### config.mk
export PLATFORM = sky130hd
export DESIGN_NAME = mod_counter
export DESIGN_NICKNAME = d
export VERILOG_FILES = /design/src/rtl/mod_counter.sv
export SDC_FILE = /design/constraint.sdc
export NUM_CORES = 1
export LEC_CHECK = 0
export CORE_MARGIN = 5
export CORE_UTILIZATION = 35
export CTS_CLUSTER_SIZE = 20
export DETAILED_ROUTE_END_ITERATION = 8
export PLACE_DENSITY = 0.75
export SYNTH_ARGS = -nofsm -noshare
export SYNTH_HDL_FRONTEND = slang
export SYNTH_SLANG_ARGS = --single-unit
### constraint.sdc
create_clock -name clk -period 1.85 [get_ports clk]
set_input_delay 0.185 -clock clk [delete_from_list [all_inputs] [get_ports clk]]
set_output_delay 0.185 -clock clk [all_outputs]
set_load 0.05 [all_outputs]
### src/rtl/mod_counter.sv
// Up/down modulo counter with synchronous clear/load, wrap or saturate at MAX_VAL,
// combinational terminal-count and a sticky overflow/underflow flag.
module mod_counter #(
  parameter int unsigned WIDTH   = 8,
  parameter int unsigned MAX_VAL = 255,
  parameter bit          SAT     = 1'b0
) (
  input  logic             clk,
  input  logic             rst,
  input  logic             clr,
  input  logic             load,
  input  logic [WIDTH-1:0] load_val,
  input  logic             en,
  input  logic             dir,
  output logic [WIDTH-1:0] cnt,
  output logic             tc,
  output logic             ovf
);

  localparam logic [WIDTH-1:0] MAX_C = WIDTH'(MAX_VAL);

  logic             at_max;
  logic             at_zero;
  logic [WIDTH-1:0] cnt_nxt;
  logic             ovf_nxt;

  // Boundaries come from comparisons, never from a carry-out, so MAX_VAL = 2**WIDTH-1 is safe.
  assign at_max  = (cnt == MAX_C);
  assign at_zero = (cnt == '0);

  assign tc = en & ~clr & ~load & ((dir & at_max) | (~dir & at_zero));

  always_comb begin
    // NOTE: defaults first so every path assigns both outputs and no latch is inferred.
    cnt_nxt = cnt;
    ovf_nxt = ovf;
    if (clr) begin
      cnt_nxt = '0;
      ovf_nxt = 1'b0;
    end else if (load) begin
      cnt_nxt = (load_val > MAX_C) ? MAX_C : load_val;
    end else if (en) begin
      if (dir) begin
        if (at_max) begin
          ovf_nxt = 1'b1;
          cnt_nxt = SAT ? cnt : '0;
        end else begin
          cnt_nxt = cnt + WIDTH'(1);
        end
      end else begin
        if (at_zero) begin
          ovf_nxt = 1'b1;
          cnt_nxt = SAT ? cnt : MAX_C;
        end else begin
          cnt_nxt = cnt - WIDTH'(1);
        end
      end
    end
  end

  always_ff @(posedge clk or posedge rst) begin
    // NOTE: non-blocking assignments so every register samples pre-edge values.
    if (rst) begin
      cnt <= '0;
      ovf <= 1'b0;
    end else begin
      cnt <= cnt_nxt;
      ovf <= ovf_nxt;
    end
  end

endmodule

==> results.tsv, run 1 <==
stage	metric	value	unit
clock_network	cts_tree	yes	
global_route	antenna_found_initial	0	
place	postPlaceCellArea	0.00127	sq mm
floorplanning	io_pins	24	
synthesis	synth_most_common_cell	dfrtp_1	
drt	viasPerCell	5.80	
setup_path	path_class	flip-flop to output pin	
setup_path	cp.required	1.66	ns
timing	slew_viol_final	0	
cells_and_area	seq_area	229	sq um
cells_and_area	nFillCells	222	
power_and_ir_drop	power_density	587	mW/mm^2
setup_path	cp.depth	6	
timing	max-slew-margin-rel	66.8	%
synthesis	yosysTopAreaCell	dfrtp_1	
timing	fin_ws	-0.0353	ns
floorplanning	chipWidth	60.6	um
global_route	use_met2	29.3	%
cells_and_area	multi_input_area	639	sq um
global_route	gr-total-overflow	0	
timing	finalCriticalPeriod	1.89	ns
synthesis	ys_top_cells_by_count	9 x dfrtp_1, 8 x inv_1, 8 x nand2_1, 7 x a21oi_1, 6 x nor3_1	
setup_path	cp.arrival	1.70	ns
clock_network	numCtsBuffers	3	
setup_path	cp_slowest_stage_delay	0.44	ns
timing	tightestPinTransition	0.497	ns
clock_network	cts_hold_buf	0	
timing	setup_viol	1	
cells_and_area	drive_above_1_share	31.5	%
timing	tns	-0.0353	ns
setup_path	critPathLaunchType	flip-flop	
setup_path	critPathTopFamily	simple AND/OR/NAND/NOR gates	
setup_path	ff2ff_setup_slack	0.08	ns
setup_path	r2r-end	cnt[3]	
setup_path	r2r_start	cnt[0]	
clock_network	htree_levels	1	
setup_path	startpoint	cnt[0]	
clock_network	cts.clk_slew.worst_paths	0.07	ns
clock_network	clockBufferDepth	2	
global_route	track_usage	18.1	%
power_and_ir_drop	p_leak	0.000571	uW
cells_and_area	fin_util	55.1	%
drt	routed_wl	2970	um
hold_path	min_path_type	input port to asynchronous set/reset pin	
floorplanning	die_area	0.00368	sq mm
global_route	busiest_layer	met2	
status	status	finished with violations	
synthesis	ys_seq_area_share	25.1	%
drt	wl_per_cell	16.6	um
place	post-dp-hpwl	2220	um
global_route	grt_pass1_vias	1088	
setup_path	critPathMaxFanout	3	
setup_path	endpoint_kind	output pin	
clock_network	clock_sinks	9	
synthesis	ys_seq_elements	9	
cells_and_area	final_nets	167	
floorplanning	placement_rows	18	
cells_and_area	syn_to_final_growth	50.9	%
floorplanning	coreArea	0.00245	sq mm
place	io_buffers	23	
drt	vias	1039	
global_route	globalRouteMet3Util	4.47	%
cells_and_area	diodes	0	
drt	antenna_left	0	
synthesis	synthTopCellsByArea	dfrtp_1 25%, a211oi_1 4.2%, ha_1 4.2%	
synthesis	avgSynthCellArea	8.08	sq um
place	gp_congestion	0.962	
timing	timing.fmax	0.530	GHz
timing	finalHoldViolCount	0	
synthesis	syn_inst	111	
synthesis	synth.distinct_cells	44	
setup_path	cp.buffers_inverters	2	
synthesis	netlist_area	897	sq um
setup_path	critPathSlowestCell	dfrtp_2	
timing	clock_skew	0.00354	ns
global_route	met1_usage	22.6	%
synthesis	synth_flop_cell	dfrtp_1	
floorplanning	initial_core_util	36.5	%
setup_path	rr_worst_depth	7	
global_route	grt_max_degree	16	
timing	grt_setup_unrepaired	yes	
job	cap_violations	0	
timing	timing.final.crit_share	102	%
cells_and_area	finalInstanceArea	0.00135	sq mm
power_and_ir_drop	worst_ir_drop_vdd	0.000447	V
global_route	grt_first_pass_wirelength	5020	um
floorplanning	die_h	60.6	um
setup_path	cp_cell_sequence	inv_4 -> ha_4 -> or3b_4 -> nor3_2 -> o21a_2 -> buf_12	
status	violations	setup timing	
synthesis	ys.warnings.count	0	
drt	dr.pass1.iters	4	
synthesis	async_flop_share	100	%
synthesis	synth_top_area_share	25.1	%
synthesis	synth_nets	128	
clock_network	insertion_delay	0.27	ns
setup_path	worstSetupEndpoint	tc	
clock_network	root_buffer	clkbuf_4	
drt	drc	0	
synthesis	synth_edf_count	0	
drt	drt_iter0_drc	58	
layer usage:
metal	vias up	wire length (um)	share of wire, %
met5	-	0	0
met3	9	263	8.9
li1	496	-	-
met4	0	85	2.9
met2	58	1430	48
met1	476	1190	40
layout by cell type, fill, tap and decap left out, types with 3 or more instances in the layout:
cell type        netlist  final
nor3_1                 6      5
nand3_1                3      3
a211oi_1               5      5
dfrtp_1                9      6
clkbuf_4               0      3
dfrtp_2                0      3
nand2_1                8      8
o21a_1                 4      3
clkdlybuf4s50_1        0     16
a21oi_1                7      7
a21o_1                 3      3
o21ai_0                4      4
and3_1                 3      3
buf_4                  0     24
nor3b_1                3      3
o211ai_1               3      3
inv_1                  8      6
xor2_1                 4      4
final cells by class:
type | instances | share of cell area [%]
multi-input combinational | 85 | 47.2
timing repair buffer | 43 | 28.7
sequential | 9 | 16.9
tap | 30 | 2.77
inverter | 8 | 2.40
clock buffer | 4 | 1.94
kinds of logic (layout without fill, tap and decap cells):
family          after synthesis  after routing  share of synthesized area [%]
mux                           2              2                           2.37
buf+inv                      17             55                           7.53
flops                         9              9                           25.1
compound gates               41             41                           33.8
simple gates                 34             34                           22.2
fa+ha+maj                     3              3                           4.18
xor+xnor                      5              5                           4.88
worst min path at each step:
stage                   to  slack (ns)  cells past startpoint  from
floorplan           cnt[2]        0.01                      1   rst
detailed placement     ovf        0.47                      1   ovf
global route           ovf        0.22                      2   rst
finish              cnt[6]        0.19                      2   rst
CTS                    ovf        0.20                      2   rst
global placement       ovf        0.47                      1   ovf
sequential cells by signal, indices dropped and copies added (netlist names):
signal,count
cnt,8
ovf,1
metrics by stage:
step | hold slack (ns) | total power [uW] | cells | setup slack, ns
final | 0.187 | 795 | 179 | -0.0353
after global routing | 0.224 | 842 | 179 | -0.112
after CTS | 0.198 | 792 | 179 | -0.0443
after detailed placement | 0.472 | 604 | 169 | 0.118
after global placement | 0.467 | 599 | 169 | 0.190
after floorplan | 0.0127 | 476 | 111 | -0.0380
where the power goes:
group	switching, uW	internal [uW]
combinational	214	182
sequential	22.7	213
clock	79.8	83.7
total	316	479
timing repair:
| action | 4_1_cts | 5_1_grt |
|---|---|---|
| buffers inserted | 6 | 0 |
| gates resized for setup | 4 | 1 |
| setup endpoints to repair | 2 | 5 |
| gates cloned | 0 | 0 |
| pin swaps | 2 | 3 |
(Power assumes the default switching activity.)
==> inputs of run 2 (changes only) <==
--- a/config.mk
+++ b/config.mk
@@ -5,11 +5,12 @@
 export SDC_FILE = /design/constraint.sdc
 export NUM_CORES = 1
 export LEC_CHECK = 0
+export CORE_ASPECT_RATIO = 1.75
 export CORE_MARGIN = 5
-export CORE_UTILIZATION = 35
+export CORE_UTILIZATION = 25
 export CTS_CLUSTER_SIZE = 20
 export DETAILED_ROUTE_END_ITERATION = 8
-export PLACE_DENSITY = 0.75
+export PLACE_DENSITY = 0.59
 export SYNTH_ARGS = -nofsm -noshare
 export SYNTH_HDL_FRONTEND = slang
 export SYNTH_SLANG_ARGS = --single-unit
==> constraint.sdc (replaced) <==
create_clock -name clk -period 1.9 [get_ports clk]
set_input_delay 0.19 -clock clk [delete_from_list [all_inputs] [get_ports clk]]
set_output_delay 0.19 -clock clk [all_outputs]
set_load 0.05 [all_outputs]
==> run 2 against run 1 <==
Compared with the run above: the flow still finishes with violations (setup timing); global-route usage fell by 4.0 points; core utilization shrank 15 points; cell area grew 3.0%; combinational power down 2%; critical endpoint unchanged; critical path depth decreased by 2; count of clock-buffer cells in the layout stayed put; cell count up 8.9%.
==> results.tsv, run 2 (same netlist as run 1, synthesis figures left out) <==
stage	metric	value	unit	change
clock_network	root_buffer	clkbuf_8		
cells_and_area	final_nets	168		+0.60%
setup_path	ff2ff_setup_slack	0.09	ns	about the same
global_route	track_usage	14.1	%	-4.0 points
timing	max-slew-margin-rel	66.6	%	-0.15 points
clock_network	cts_hold_buf	0		unchanged
setup_path	rr_worst_depth	7		unchanged
floorplanning	placement_rows	28		+10
setup_path	r2r_start	cnt[0]		
clock_network	htree_levels	1		unchanged
clock_network	insertion_delay	0.24	ns	-0.03 ns
place	io_buffers	23		unchanged
clock_network	numCtsBuffers	3		unchanged
setup_path	r2r-end	cnt[3]		
cells_and_area	registers.top_by_ff_count	cnt		
drt	dr.pass1.iters	4		unchanged
cells_and_area	seq_area	228	sq um	-0.55%
timing	timing.final.crit_share	100	%	
cells_and_area	largest_reg_flops	8		unchanged
timing	grt_setup_unrepaired	yes		
place	dp_cells	183		+8.3%
power_and_ir_drop	p_leak	0.000577	uW	+1.0%
clock_network	clockBufferDepth	2		unchanged
drt	drt_iter0_drc	50		-14%
setup_path	critPathMaxFanout	3		unchanged
setup_path	cp.required	1.71	ns	+0.05 ns
timing	finalCriticalPeriod	1.90	ns	
timing	setup_viol	1		unchanged
floorplanning	die_h	89.2	um	+47%
setup_path	critPathLaunchType	flip-flop		
cells_and_area	nFillCells	364		+64%
drt	vias	1076		+3.6%
place	gp_congestion	0.923		-4.1%
drt	wl_per_cell	17.0	um	+2.4%
timing	tns	-0.00252	ns	+0.0328 ns
cells_and_area	reg_top3	cnt x8, ovf x1		
setup_path	endpoint_kind	output pin		
clock_network	cts.clk_slew.worst_paths	0.05	ns	-0.02 ns
timing	timing.fmax	0.526	GHz	
global_route	grt_pass1_vias	1139		+4.7%
global_route	grt_max_degree	13		-3
setup_path	path_class	flip-flop to output pin		
floorplanning	initial_core_util	26.1	%	-10 points
global_route	antenna_found_initial	0		unchanged
floorplanning	chipWidth	55.3	um	-8.8%
timing	clock_skew	0.00200	ns	-0.00153 ns
status	violations	setup timing		
floorplanning	io_pins	24		unchanged
timing	fin_ws	-0.00252	ns	+0.0328 ns
status	status	finished with violations		
cells_and_area	final_cell_mix	24 x buf_4, 18 x clkdlybuf4s50_1, 8 x nand2_1, 7 x a21oi_1, 7 x dfrtp_1		
clock_network	cts_tree	yes		
floorplanning	coreArea	0.00343	sq mm	+40%
cells_and_area	fin_util	40.6	%	-15 points
timing	slew_viol_final	0		unchanged
power_and_ir_drop	power_density	615	mW/mm^2	+4.8%
drt	antenna_left	0		unchanged
cells_and_area	post_layout_nonfiller_instances	195		+8.9%
drt	viasPerCell	5.52		-4.9%
cells_and_area	syn_to_final_growth	55.4	%	
cells_and_area	drive_above_1_share	30.7	%	-0.88 points
clock_network	clock_sinks	9		unchanged
place	post-dp-hpwl	2400	um	+7.8%
floorplanning	die_area	0.00493	sq mm	+34%
cells_and_area	diodes	0		unchanged
setup_path	cp.arrival	1.71	ns	about the same
timing	tightestPinTransition	0.499	ns	+0.00230 ns
hold_path	min_path_type	input port to asynchronous set/reset pin		
drt	drc	0		unchanged
power_and_ir_drop	worst_ir_drop_vdd	0.000527	V	+18%
global_route	grt_first_pass_wirelength	5400	um	+7.7%
cells_and_area	multi_input_area	641	sq um	+0.20%
drt	routed_wl	3310	um	+12%
global_route	gr-total-overflow	0		unchanged
cells_and_area	final_common_cell	buf_4		
timing	finalHoldViolCount	0		unchanged
job	cap_violations	0		unchanged
run 2: power breakdown:
group          internal (uW)  switching, uW  total [uW]
logic                    175            212         387
clock network            148           92.2         240
registers                208           23.1         231
total                    531            327         858
run 2: worst max path at each step:
stage                     slack [ns]      to    from
after detailed placement        0.14  cnt[0]  cnt[1]
after floorplan                0.002      tc  cnt[4]
after global routing           -0.06      tc  cnt[2]
final                         -0.003      tc  cnt[2]
after global placement          0.15  cnt[0]  cnt[1]
after CTS                     0.0002      tc  cnt[2]
run 2: timing repair:
action / 4_1_cts / 5_1_grt
pin swaps: 1 / 0
buffers inserted: 8 / 0
gates cloned: 0 / 0
resized for setup: 6 / 0
endpoints found under the setup margin: 1 / 1
run 2: per-stage QoR:
stage	total power, uW	hold WS, ns	setup slack (ns)	area [sq um]
after CTS	851	0.255	0.000204	1390
after detailed placement	583	0.473	0.136	1270
after floorplan	463	0.0178	0.00192	933
after global placement	582	0.470	0.154	1270
final	858	0.244	-0.00252	1390
after global routing	891	0.293	-0.0564	1390
run 2: area by class of cell:
| type | count | area share (%) |
|---|---|---|
| Clock buffer | 4 | 3.23 |
| Inverter | 8 | 2.33 |
| Tap cell | 45 | 4.04 |
| Multi-Input combinational cell | 85 | 46.0 |
| Sequential cell | 9 | 16.3 |
| Timing Repair Buffer | 44 | 28.1 |
run 2: critical path: stages, from the launching register on:
cell and delay (ns):
dfrtp_1 0.40, or4_4 0.59, nor3_2 0.17, o21a_2 0.17, buf_12 0.14
run 2: metal layers:
| metal | global-route usage [%] | vias up | share of wire (%) | wire length (um) |
|---|---|---|---|---|
| met5 | 0 | - | 0 | 0 |
| met4 | 12.6 | 0 | 5.9 | 197 |
| li1 | - | 497 | - | - |
| met3 | 3.03 | 17 | 7.3 | 241 |
| met2 | 24.2 | 59 | 51 | 1690 |
| met1 | 14.5 | 503 | 36 | 1180 |
==> inputs of run 3 (changes only) <==
==> config.mk (replaced) <==
export PLATFORM = sky130hd
export DESIGN_NAME = mod_counter
export DESIGN_NICKNAME = d
export VERILOG_FILES = /design/src/rtl/mod_counter.sv
export SDC_FILE = /design/constraint.sdc
export NUM_CORES = 1
export LEC_CHECK = 0
export CORE_MARGIN = 2
export CORE_UTILIZATION = 50
export CTS_BUF_LIST = sky130_fd_sc_hd__clkbuf_2
export CTS_CLUSTER_SIZE = 20
export DETAILED_ROUTE_END_ITERATION = 8
export PLACE_DENSITY = 0.94
export SYNTH_ARGS = -nofsm -noshare
export SYNTH_HDL_FRONTEND = slang
export SYNTH_SLANG_ARGS = --single-unit
==> run 3 against run 2 <==
Compared with the run above: the run still ends with setup timing left; die area decreased by 56%; clock power down 43%; combinational power grew 4%; count of clock-buffer cells in the layout unchanged; clock skew rose by 0.011 ns; sequential power is 3% lower; first-iteration DRC count is 28% higher; sequential share of layout area rose by 0.67 points; critical path depth grew 2; critical path type unchanged; largest cell class unchanged; highest routed layer unchanged.
==> results.tsv, run 3 (same netlist as run 1, synthesis figures left out) <==
stage	metric	value	unit	change
setup_path	endpoint_kind	output pin		
floorplanning	coreArea	0.00171	sq mm	-50%
drt	vias	1139		+5.9%
setup_path	cp.arrival	1.79	ns	+0.08 ns
job	cap_violations	0		unchanged
global_route	grt_pass1_vias	1069		-6.1%
timing	finalCriticalPeriod	1.98	ns	+0.0746 ns
timing	setup_viol	1		unchanged
floorplanning	die_h	46.4	um	-48%
cells_and_area	final_cell_mix	25 x buf_4, 17 x clkdlybuf4s50_1, 8 x nand2_1, 7 x a21oi_1, 7 x dfrtp_1		
cells_and_area	finalInstanceArea	0.00134	sq mm	-4.0%
floorplanning	io_pins	24		unchanged
global_route	track_usage	32.5	%	+18 points
clock_network	cts_hold_buf	0		unchanged
floorplanning	initial_core_util	52.5	%	+26 points
cells_and_area	reg_top3	cnt x8, ovf x1		
timing	grt_setup_unrepaired	yes		
clock_network	clockBufferDepth	2		unchanged
clock_network	cts_tree	yes		
setup_path	ff2ff_setup_slack	0.02	ns	-0.07 ns
place	gp_congestion	0.954		+3.3%
drt	wl_per_cell	18.2	um	+7.3%
setup_path	critPathMaxFanout	4		+1
clock_network	clock_sinks	9		unchanged
cells_and_area	final_common_cell	buf_4		
power_and_ir_drop	power_density	572	mW/mm^2	-7.0%
timing	timing.fmax	0.506	GHz	-3.8%
hold_path	min_path_type	input port to asynchronous set/reset pin		
timing	finalHoldViolCount	0		unchanged
place	post-dp-hpwl	2130	um	-11%
global_route	antenna_found_initial	0		unchanged
floorplanning	placement_rows	15		-46%
cells_and_area	final_nets	168		unchanged
floorplanning	die_area	0.00215	sq mm	-56%
drt	viasPerCell	6.51		+18%
status	status	finished with violations		
timing	clock_skew	0.0127	ns	+0.0107 ns
clock_network	numCtsBuffers	3		unchanged
power_and_ir_drop	p_leak	0.000588	uW	+1.9%
floorplanning	chipWidth	46.4	um	-16%
timing	max-slew-margin-rel	66.2	%	-0.41 points
setup_path	r2r_start	cnt[0]		
setup_path	path_class	flip-flop to output pin		
setup_path	rr_worst_depth	7		unchanged
drt	drt_iter0_drc	64		+28%
clock_network	htree_levels	1		unchanged
timing	fin_ws	-0.0771	ns	-0.0746 ns
global_route	gr-total-overflow	0		unchanged
cells_and_area	drive_above_1_share	31.3	%	+0.67 points
power_and_ir_drop	worst_ir_drop_vdd	0.000394	V	-25%
cells_and_area	diodes	0		unchanged
timing	slew_viol_final	0		unchanged
timing	tightestPinTransition	0.505	ns	+0.00610 ns
clock_network	insertion_delay	0.27	ns	+0.03 ns
cells_and_area	largest_reg_flops	8		unchanged
cells_and_area	registers.top_by_ff_count	cnt		
cells_and_area	post_layout_nonfiller_instances	175		-10%
setup_path	cp.required	1.71	ns	about the same
place	postPlaceCellArea	0.00122	sq mm	-3.7%
cells_and_area	nFillCells	111		-70%
clock_network	cts.clk_slew.worst_paths	0.12	ns	+0.07 ns
drt	routed_wl	3190	um	-3.7%
timing	timing.final.crit_share	104	%	+3.9 points
drt	dr.pass1.iters	5		+1
status	violations	setup timing		
power_and_ir_drop	report.power.total	766	uW	-11%
drt	antenna_left	0		unchanged
global_route	grt_max_degree	16		+3
cells_and_area	syn_to_final_growth	49.2	%	
setup_path	r2r-end	cnt[6]		
global_route	grt_first_pass_wirelength	4820	um	-11%
setup_path	critPathLaunchType	flip-flop		
place	io_buffers	23		unchanged
drt	drc	0		unchanged
place	dp_cells	160		-13%
clock_network	root_buffer	clkbuf_2		
-- run 3: changes by cell type in the layout (fill, tap and decap cells not counted), sizes merged --
cell           delta
clkdlybuf4s50     -1
dlymetal6s2s      +1
-- run 3: per-layer routing --
metal | global-route usage (%) | part of all wire (%) | vias up
met2 | 54.2 | 45 | 110
met3 | 5.88 | 13 | 38
met4 | 21.1 | 8.4 | 0
met1 | 37.3 | 34 | 493
li1 | - | - | 498
met5 | 0 | 0 | -
-- run 3: power breakdown --
group / internal [uW] / total, uW / switching, uW
clock network: 55.8 / 138 / 82.2
registers: 207 / 225 / 18.6
logic: 179 / 403 / 224
-- run 3: repair_timing --
action / CTS / global route
setup buffers: 10 / 1
endpoints found under the setup margin: 1 / 2
gates resized for setup: 3 / 2
pin swaps: 2 / 0
-- run 3: area by class of cell --
type                       instances  area, sq um  area share, %
clock buffer                       4         20.0           1.50
inverter                           8         32.5           2.43
multi-input combinational         85          637           47.6
sequential                         9          228           17.0
tap                               25         31.3           2.34
timing repair buffer              44          390           29.2
-- run 3: worst max path at each step --
stage	start	slack, ns	endpoint	depth (start not counted)
after floorplan	cnt[4]	0.002	tc	4
after global placement	cnt[1]	0.17	tc	6
after detailed placement	cnt[1]	0.11	tc	6
after CTS	cnt[0]	-0.03	tc	6
after global routing	cnt[0]	-0.19	tc	6
final	cnt[0]	-0.08	tc	6
-- run 3: per-stage QoR --
| stage | setup WS, ns | setup TNS [ns] | hold WS [ns] | utilization (%) |
|---|---|---|---|---|
| 6_report | -0.0771 | -0.0771 | 0.219 | 78.4 |
| 3_3_place_gp | 0.173 | 0 | 0.464 | 71.6 |
| 3_5_place_dp | 0.111 | 0 | 0.474 | 71.6 |
| 4_1_cts | -0.0302 | -0.0302 | 0.231 | 77.4 |
| 2_1_floorplan | 0.00192 | 0 | 0.0178 | - |
| 5_1_grt | -0.185 | -0.185 | 0.250 | 78.4 |
-- run 3: critical path: stages (launching register included) --
cell	delay, ns
dfrtp_2	0.46
inv_4	0.09
ha_4	0.13
or3b_4	0.39
nor3_4	0.13
o21a_2	0.18
buf_12	0.14
==> edit 1, RTL diff (config.mk and constraints of run 2) <==
Change the parameter `SAT` from 1'b0 to 1'b1.
--- a/src/rtl/mod_counter.sv
+++ b/src/rtl/mod_counter.sv
@@ -3,7 +3,7 @@
 module mod_counter #(
   parameter int unsigned WIDTH   = 8,
   parameter int unsigned MAX_VAL = 255,
-  parameter bit          SAT     = 1'b0
+  parameter bit          SAT     = 1'b1
 ) (
   input  logic             clk,
   input  logic             rst,
Formal check against the unedited RTL: not equivalent (Yosys sat finds a counterexample within 4 cycles, from zero or initial values and one cycle with rst high).
==> edit 1 against run 2 <==
The run still ends with negative setup slack left. Routed wire length fell by 7.6%. Design area rose by 7.6%. Register-to-register slack got worse by 0.04 ns. Maximum frequency fell by 1.1%. Total power rose by 22%. Utilization rose by 4.5 points. Synthesized area fell by 5.0%. Setup slack got worse by 0.021 ns. Sequential power rose by 13%. First-iteration DRC count fell by 48%. Sequential share of layout area fell by 0.66 points. Sequential cell count did not move. Largest power group unchanged.
==> edit 1: results (changes against run 2) <==
| Metric | Value |
|---|---|
| Post-synth top cells | `10 x nand2_1, 9 x dfrtp_1, 9 x o21ai_0` |
| Starting DRT DRC Count | `26 (-48%)` |
| Final non-filler cell total | `203 (+4.1%)` |
| Slack of the worst reg-to-reg path | `0.05 ns (-0.04 ns)` |
| Final net count | `180 (+7.1%)` |
| Clock transition at path regs | `0.05 ns (about the same)` |
| # diodes | `0 (unchanged)` |
| Initial antenna violation count | `0 (unchanged)` |
| Fin Hold WS | `0.221 ns (-0.0227 ns)` |
| Gpl congestion | `0.804 (-13%)` |
| Number of synthesis warnings | `0 (unchanged)` |
| Final setup viols | `1 (unchanged)` |
| Total Routing Usage GR | `0.145 (+0.00406)` |
| Maximum vdd drop | `0.000234 V (-56%)` |
| Largest net degree at the start of global routing | `12 (-1)` |
| Seq/Total Area, Yosys | `0.264 (+0.0133)` |
| Status | `finished, violations left` |
| Placed Cells incl. Taps | `192 (+4.9%)` |
| First-pass GRT wire length | `4.97 mm (-7.9%)` |
| Crit-path max FO | `6 (+3)` |
| Synth unique cells | `37 (-16%)` |
| # fillers | `323 (-11%)` |
| Dpl ws | `-0.403 ns (-0.539 ns)` |
| Reg2Reg Depth | `6 (-1)` |
| IO buf count | `23 (unchanged)` |
| Clock buffer depth | `2 (unchanged)` |
| Clock Skew | `0.00160 ns (-0.000407 ns)` |
| Post-Route WL | `3.06 mm (-7.6%)` |
| Synthesized area per cell | `8.27 um2 (+2.4%)` |
| Tightest Pin Transition | `0.497 ns (-0.00231 ns)` |
| Post-synth ARST share | `1.00 (unchanged)` |
| Lkg Pwr | `0.654 nW (+13%)` |
| Syn nets | `124 (-3.1%)` |
| DR vias | `1042 (-3.2%)` |
| Root buffer cell | `clkbuf_8` |
| CTS buffer count | `3 (unchanged)` |
| Drt first pass iters | `4 (unchanged)` |
| Area contributors post-synth | `dfrtp_1 26%, ha_1 8.8%, o21ai_0 5.3%` |
| Setup ws final | `-0.0231 ns (-0.0206 ns)` |
| RR Startpoint | `cnt[0]$_DFFE_PP0P_` |
| H-tree depth | `1 (unchanged)` |
| Failing checks | `negative setup slack` |
| Layout cell share with drive strength beyond 1 | `0.354 (+0.0478)` |
| Clock latency at the later pin of the worst-skew pair | `0.24 ns (about the same)` |
| Hold Path Class | `in2async` |
| Biggest regs | `cnt x8, ovf x1` |
| Number of global-route vias before repair | `1120 (-1.7%)` |
| CP arrival | `1.73 ns (+0.02 ns)` |
| Detailed Place HPWL | `2.33 mm (-2.7%)` |
| Reg-to-Reg End | `cnt[6]$_DFFE_PP0P_` |
==> edit 1: cell types whose count changed in the layout (fill, tap and decap cells not counted), moves of 4 or more <==
cell and delta:
a211oi_1 -4, dfrtp_2 +6, nor2_1 +5, buf_4 +4, dfrtp_1 -6, ha_1 +4
==> edit 1: worst max-delay path by stage <==
stage                       startpoint            endpoint  cells past startpoint
global route        cnt[0]$_DFFE_PP0P_                  tc                      5
floorplan           cnt[3]$_DFFE_PP0P_  cnt[7]$_DFFE_PP0P_                      6
global placement                   dir  cnt[6]$_DFFE_PP0P_                      8
CTS                 cnt[0]$_DFFE_PP0P_                  tc                      5
detailed placement                 dir  cnt[6]$_DFFE_PP0P_                      8
finish              cnt[0]$_DFFE_PP0P_                  tc                      5
==> edit 1: where the power goes <==
| group | total [mW] | switching (mW) | leakage, nW | internal (mW) |
|---|---|---|---|---|
| Combinational | 0.559 | 0.290 | 0.524 | 0.270 |
| Sequential | 0.261 | 0.0435 | 0.107 | 0.218 |
| Clock | 0.230 | 0.0829 | 0.0228 | 0.147 |
==> edit 1: worst max-delay path, cell delays in order (launching register included) <==
cell and delay [ns]:
dfrtp_2 0.45, nand4_1 0.11, or4_4 0.52, o31ai_4 0.08, and2_4 0.19, buf_12 0.13
==> edit 1: cell families after synthesis <==
logic type / Yosys count / share of synthesized area
DFF: 9 / 0.264
adders and majority gates: 7 / 0.112
buffers and inverters: 8 / 0.0440
muxes: 4 / 0.0470
and+or+nand+nor: 33 / 0.194
xor gates and xnor gates: 2 / 0.0206
AOI/OAI and AO/OA: 40 / 0.319
==> edit 1: per-stage QoR <==
stage,util,instance area (um2),setup TNS [ns]
floorplan,-,867,0
finish,0.451,1500,-0.0231
global route,0.451,1500,-0.155
detailed placement,0.397,1320,-2.09
global placement,0.397,1320,-1.93
CTS,0.441,1470,-0.0254
==> edit 1: final cells by class <==
| type | count | area [um2] | area share |
|---|---|---|---|
| multi-input combinational | 86 | 672 | 0.448 |
| timing repair buffer | 53 | 469 | 0.313 |
| sequential | 9 | 235 | 0.157 |
| tap | 45 | 56.3 | 0.0375 |
| clock buffer | 4 | 45.0 | 0.0300 |
| inverter | 6 | 22.5 | 0.0150 |
==> edit 1: routing by layer <==
layer	routed length, um	global-route usage	vias up	share of wire
met2	1800	0.277	20	0.59
met3	94	0.0240	4	0.031
met4	59	0.0748	0	0.019
li1	-	-	507	-
met1	1110	0.138	511	0.36
met5	0	0	-	0
==> edit 1: what timing repair did <==
item | 4_1_cts | 5_1_grt
resized for setup | 14 | 9
buffers inserted | 6 | 1
pin swaps | 5 | 3
endpoints found under the setup margin | 4 | 4
==> edit 2, RTL diff (flow settings as in run 2) <==
Made on the original files. Register the inputs `clr`, `load`, `load_val`, `en` and `dir` before use, without a reset. The logic sees them one clock later.
--- a/src/rtl/mod_counter.sv
+++ b/src/rtl/mod_counter.sv
@@ -19,6 +19,20 @@
 
   localparam logic [WIDTH-1:0] MAX_C = WIDTH'(MAX_VAL);
 
+  logic clr_q;
+  logic load_q;
+  logic [WIDTH-1:0] load_val_q;
+  logic en_q;
+  logic dir_q;
+
+  always_ff @(posedge clk) begin
+    clr_q      <= clr;
+    load_q     <= load;
+    load_val_q <= load_val;
+    en_q       <= en;
+    dir_q      <= dir;
+  end
+
   logic             at_max;
   logic             at_zero;
   logic [WIDTH-1:0] cnt_nxt;
@@ -28,19 +42,19 @@
   assign at_max  = (cnt == MAX_C);
   assign at_zero = (cnt == '0);
 
-  assign tc = en & ~clr & ~load & ((dir & at_max) | (~dir & at_zero));
+  assign tc = en_q & ~clr_q & ~load_q & ((dir_q & at_max) | (~dir_q & at_zero));
 
   always_comb begin
     // NOTE: defaults first so every path assigns both outputs and no latch is inferred.
     cnt_nxt = cnt;
     ovf_nxt = ovf;
-    if (clr) begin
+    if (clr_q) begin
       cnt_nxt = '0;
       ovf_nxt = 1'b0;
-    end else if (load) begin
-      cnt_nxt = (load_val > MAX_C) ? MAX_C : load_val;
-    end else if (en) begin
-      if (dir) begin
+    end else if (load_q) begin
+      cnt_nxt = (load_val_q > MAX_C) ? MAX_C : load_val_q;
+    end else if (en_q) begin
+      if (dir_q) begin
         if (at_max) begin
           ovf_nxt = 1'b1;
           cnt_nxt = SAT ? cnt : '0;
Check against the original RTL: not equivalent (Yosys sat finds a counterexample within 4 cycles, from zero or initial values and one cycle with rst high).
==> edit 2 against run 2 <==
The run still ends with negative setup slack left. Total power rose by 38%. Final cell count rose by 16%. Synthesized area rose by 34%. Setup slack got worse by 0.41 ns. Maximum frequency fell by 18%. Design area rose by 24%. Sequential cell count rose by 12. Sequential power rose by 120%. Routed wire length rose by 11%. First-iteration DRC count fell by 62%. Largest cell class unchanged.
==> edit 2: results (changes against run 2) <==
| Metric | Value |
|---|---|
| Setup ws final | `-0.409 ns (-0.407 ns)` |
| Failing checks | `negative setup slack` |
| Crit-path max FO | `2 (-1)` |
| Clock transition at path regs | `0.08 ns (+0.03 ns)` |
| First-pass GRT wire length | `5.95 mm (+10%)` |
| Lkg Pwr | `0.719 nW (+24%)` |
| Post-Route WL | `3.68 mm (+11%)` |
| Gpl congestion | `0.837 (-9.3%)` |
| Maximum vdd drop | `0.000501 V (-5.0%)` |
| Detailed Place HPWL | `2.80 mm (+17%)` |
| Clock Skew | `0.0140 ns (+0.0120 ns)` |
| Number of global-route vias before repair | `1277 (+12%)` |
| Setup TNS | `-1.23 ns (-1.23 ns)` |
| Status | `finished, violations left` |
| Post-DP Area | `1610 um2 (+27%)` |
| Post-synth ARST share | `0.429 (-0.571)` |
| Reg2Reg Depth | `9 (+2)` |
| CP arrival | `2.12 ns (+0.41 ns)` |
| Synth unique cells | `49 (+11%)` |
| Largest net degree at the start of global routing | `16 (+3)` |
| Seq/Total Area, Yosys | `0.387 (+0.136)` |
| Clock latency at the later pin of the worst-skew pair | `0.27 ns (+0.03 ns)` |
| Dpl ws | `-0.179 ns (-0.315 ns)` |
| Final setup viols | `4 (+3)` |
| DR vias | `1171 (+8.8%)` |
[edit 2: per-layer routing]
| metal | GRT usage | vias up | routed length, um |
|---|---|---|---|
| met5 | 0 | - | 0 |
| met4 | 0.0817 | 0 | 140 |
| met3 | 0.00777 | 9 | 96 |
| met2 | 0.239 | 28 | 2130 |
| met1 | 0.110 | 563 | 1310 |
| li1 | - | 571 | - |
[edit 2: area by class of cell]
type	count	area, um2
Multi-Input combinational cell	92	684
Clock buffer	3	41.3
Timing Repair Buffer	49	422
Sequential cell	21	468
Clock inverter	1	7.51
Inverter	9	36.3
Fill cell	481	2940
Tap cell	52	65.1
[edit 2: power by group through the flow]
stage / combinational (mW) / sequential [mW] / clock, mW
2_1_floorplan: 0.180 / 0.548 / 0
3_3_place_gp: 0.345 / 0.512 / 0
5_1_grt: 0.408 / 0.507 / 0.335
4_1_cts: 0.360 / 0.503 / 0.317
3_5_place_dp: 0.347 / 0.513 / 0
6_report: 0.379 / 0.504 / 0.300
[edit 2: logic make-up (layout without fill, tap and decap cells)]
group,after synthesis,in the layout,share of synthesized area
simple gates,45,45,0.230
fa+ha+maj,3,3,0.0313
buf+inv,20,62,0.0812
xor+xnor,3,3,0.0219
compound gates,39,39,0.231
flops,21,21,0.388
mux,2,2,0.0167
[edit 2: stage by stage]
step           hold WS (ns)  std cells   util
6_report              0.208        227  0.370
4_1_cts               0.213        225  0.362
3_3_place_gp          0.448        218  0.345
2_1_floorplan        0.0178        133      -
3_5_place_dp          0.457        218  0.345
5_1_grt               0.255        227  0.370
[edit 2: final timing paths]
kind	to	start	slack, ns
max in group asynchronous	cnt[1]$_DFFE_PP0P_	rst	1.38
max	tc	cnt[0]$_DFFE_PP0P_	-0.41
min	cnt[3]$_DFFE_PP0P_	rst	0.21
min reg2reg	cnt[2]$_DFFE_PP0P_	load_val_q[2]$_DFF_P_	0.47
min in group clk	load_val_q[4]$_DFF_P_	load_val[4]	0.35
max reg2reg	cnt[4]$_DFFE_PP0P_	cnt[0]$_DFFE_PP0P_	-0.38
[edit 2: critical path, stage by stage, from the launching register on]
cell and delay [ns]:
dfrtp_2 0.43, inv_4 0.07, ha_4 0.12, or4b_4 0.45, or4_4 0.44, a21oi_4 0.18
buf_12 0.15
[edit 2: timing repair]
item / 4_1_cts / 5_1_grt
pin swaps: 3 / 4
gates resized for setup: 2 / 4
setup endpoints to repair: 4 / 5
setup buffers: 3 / 2
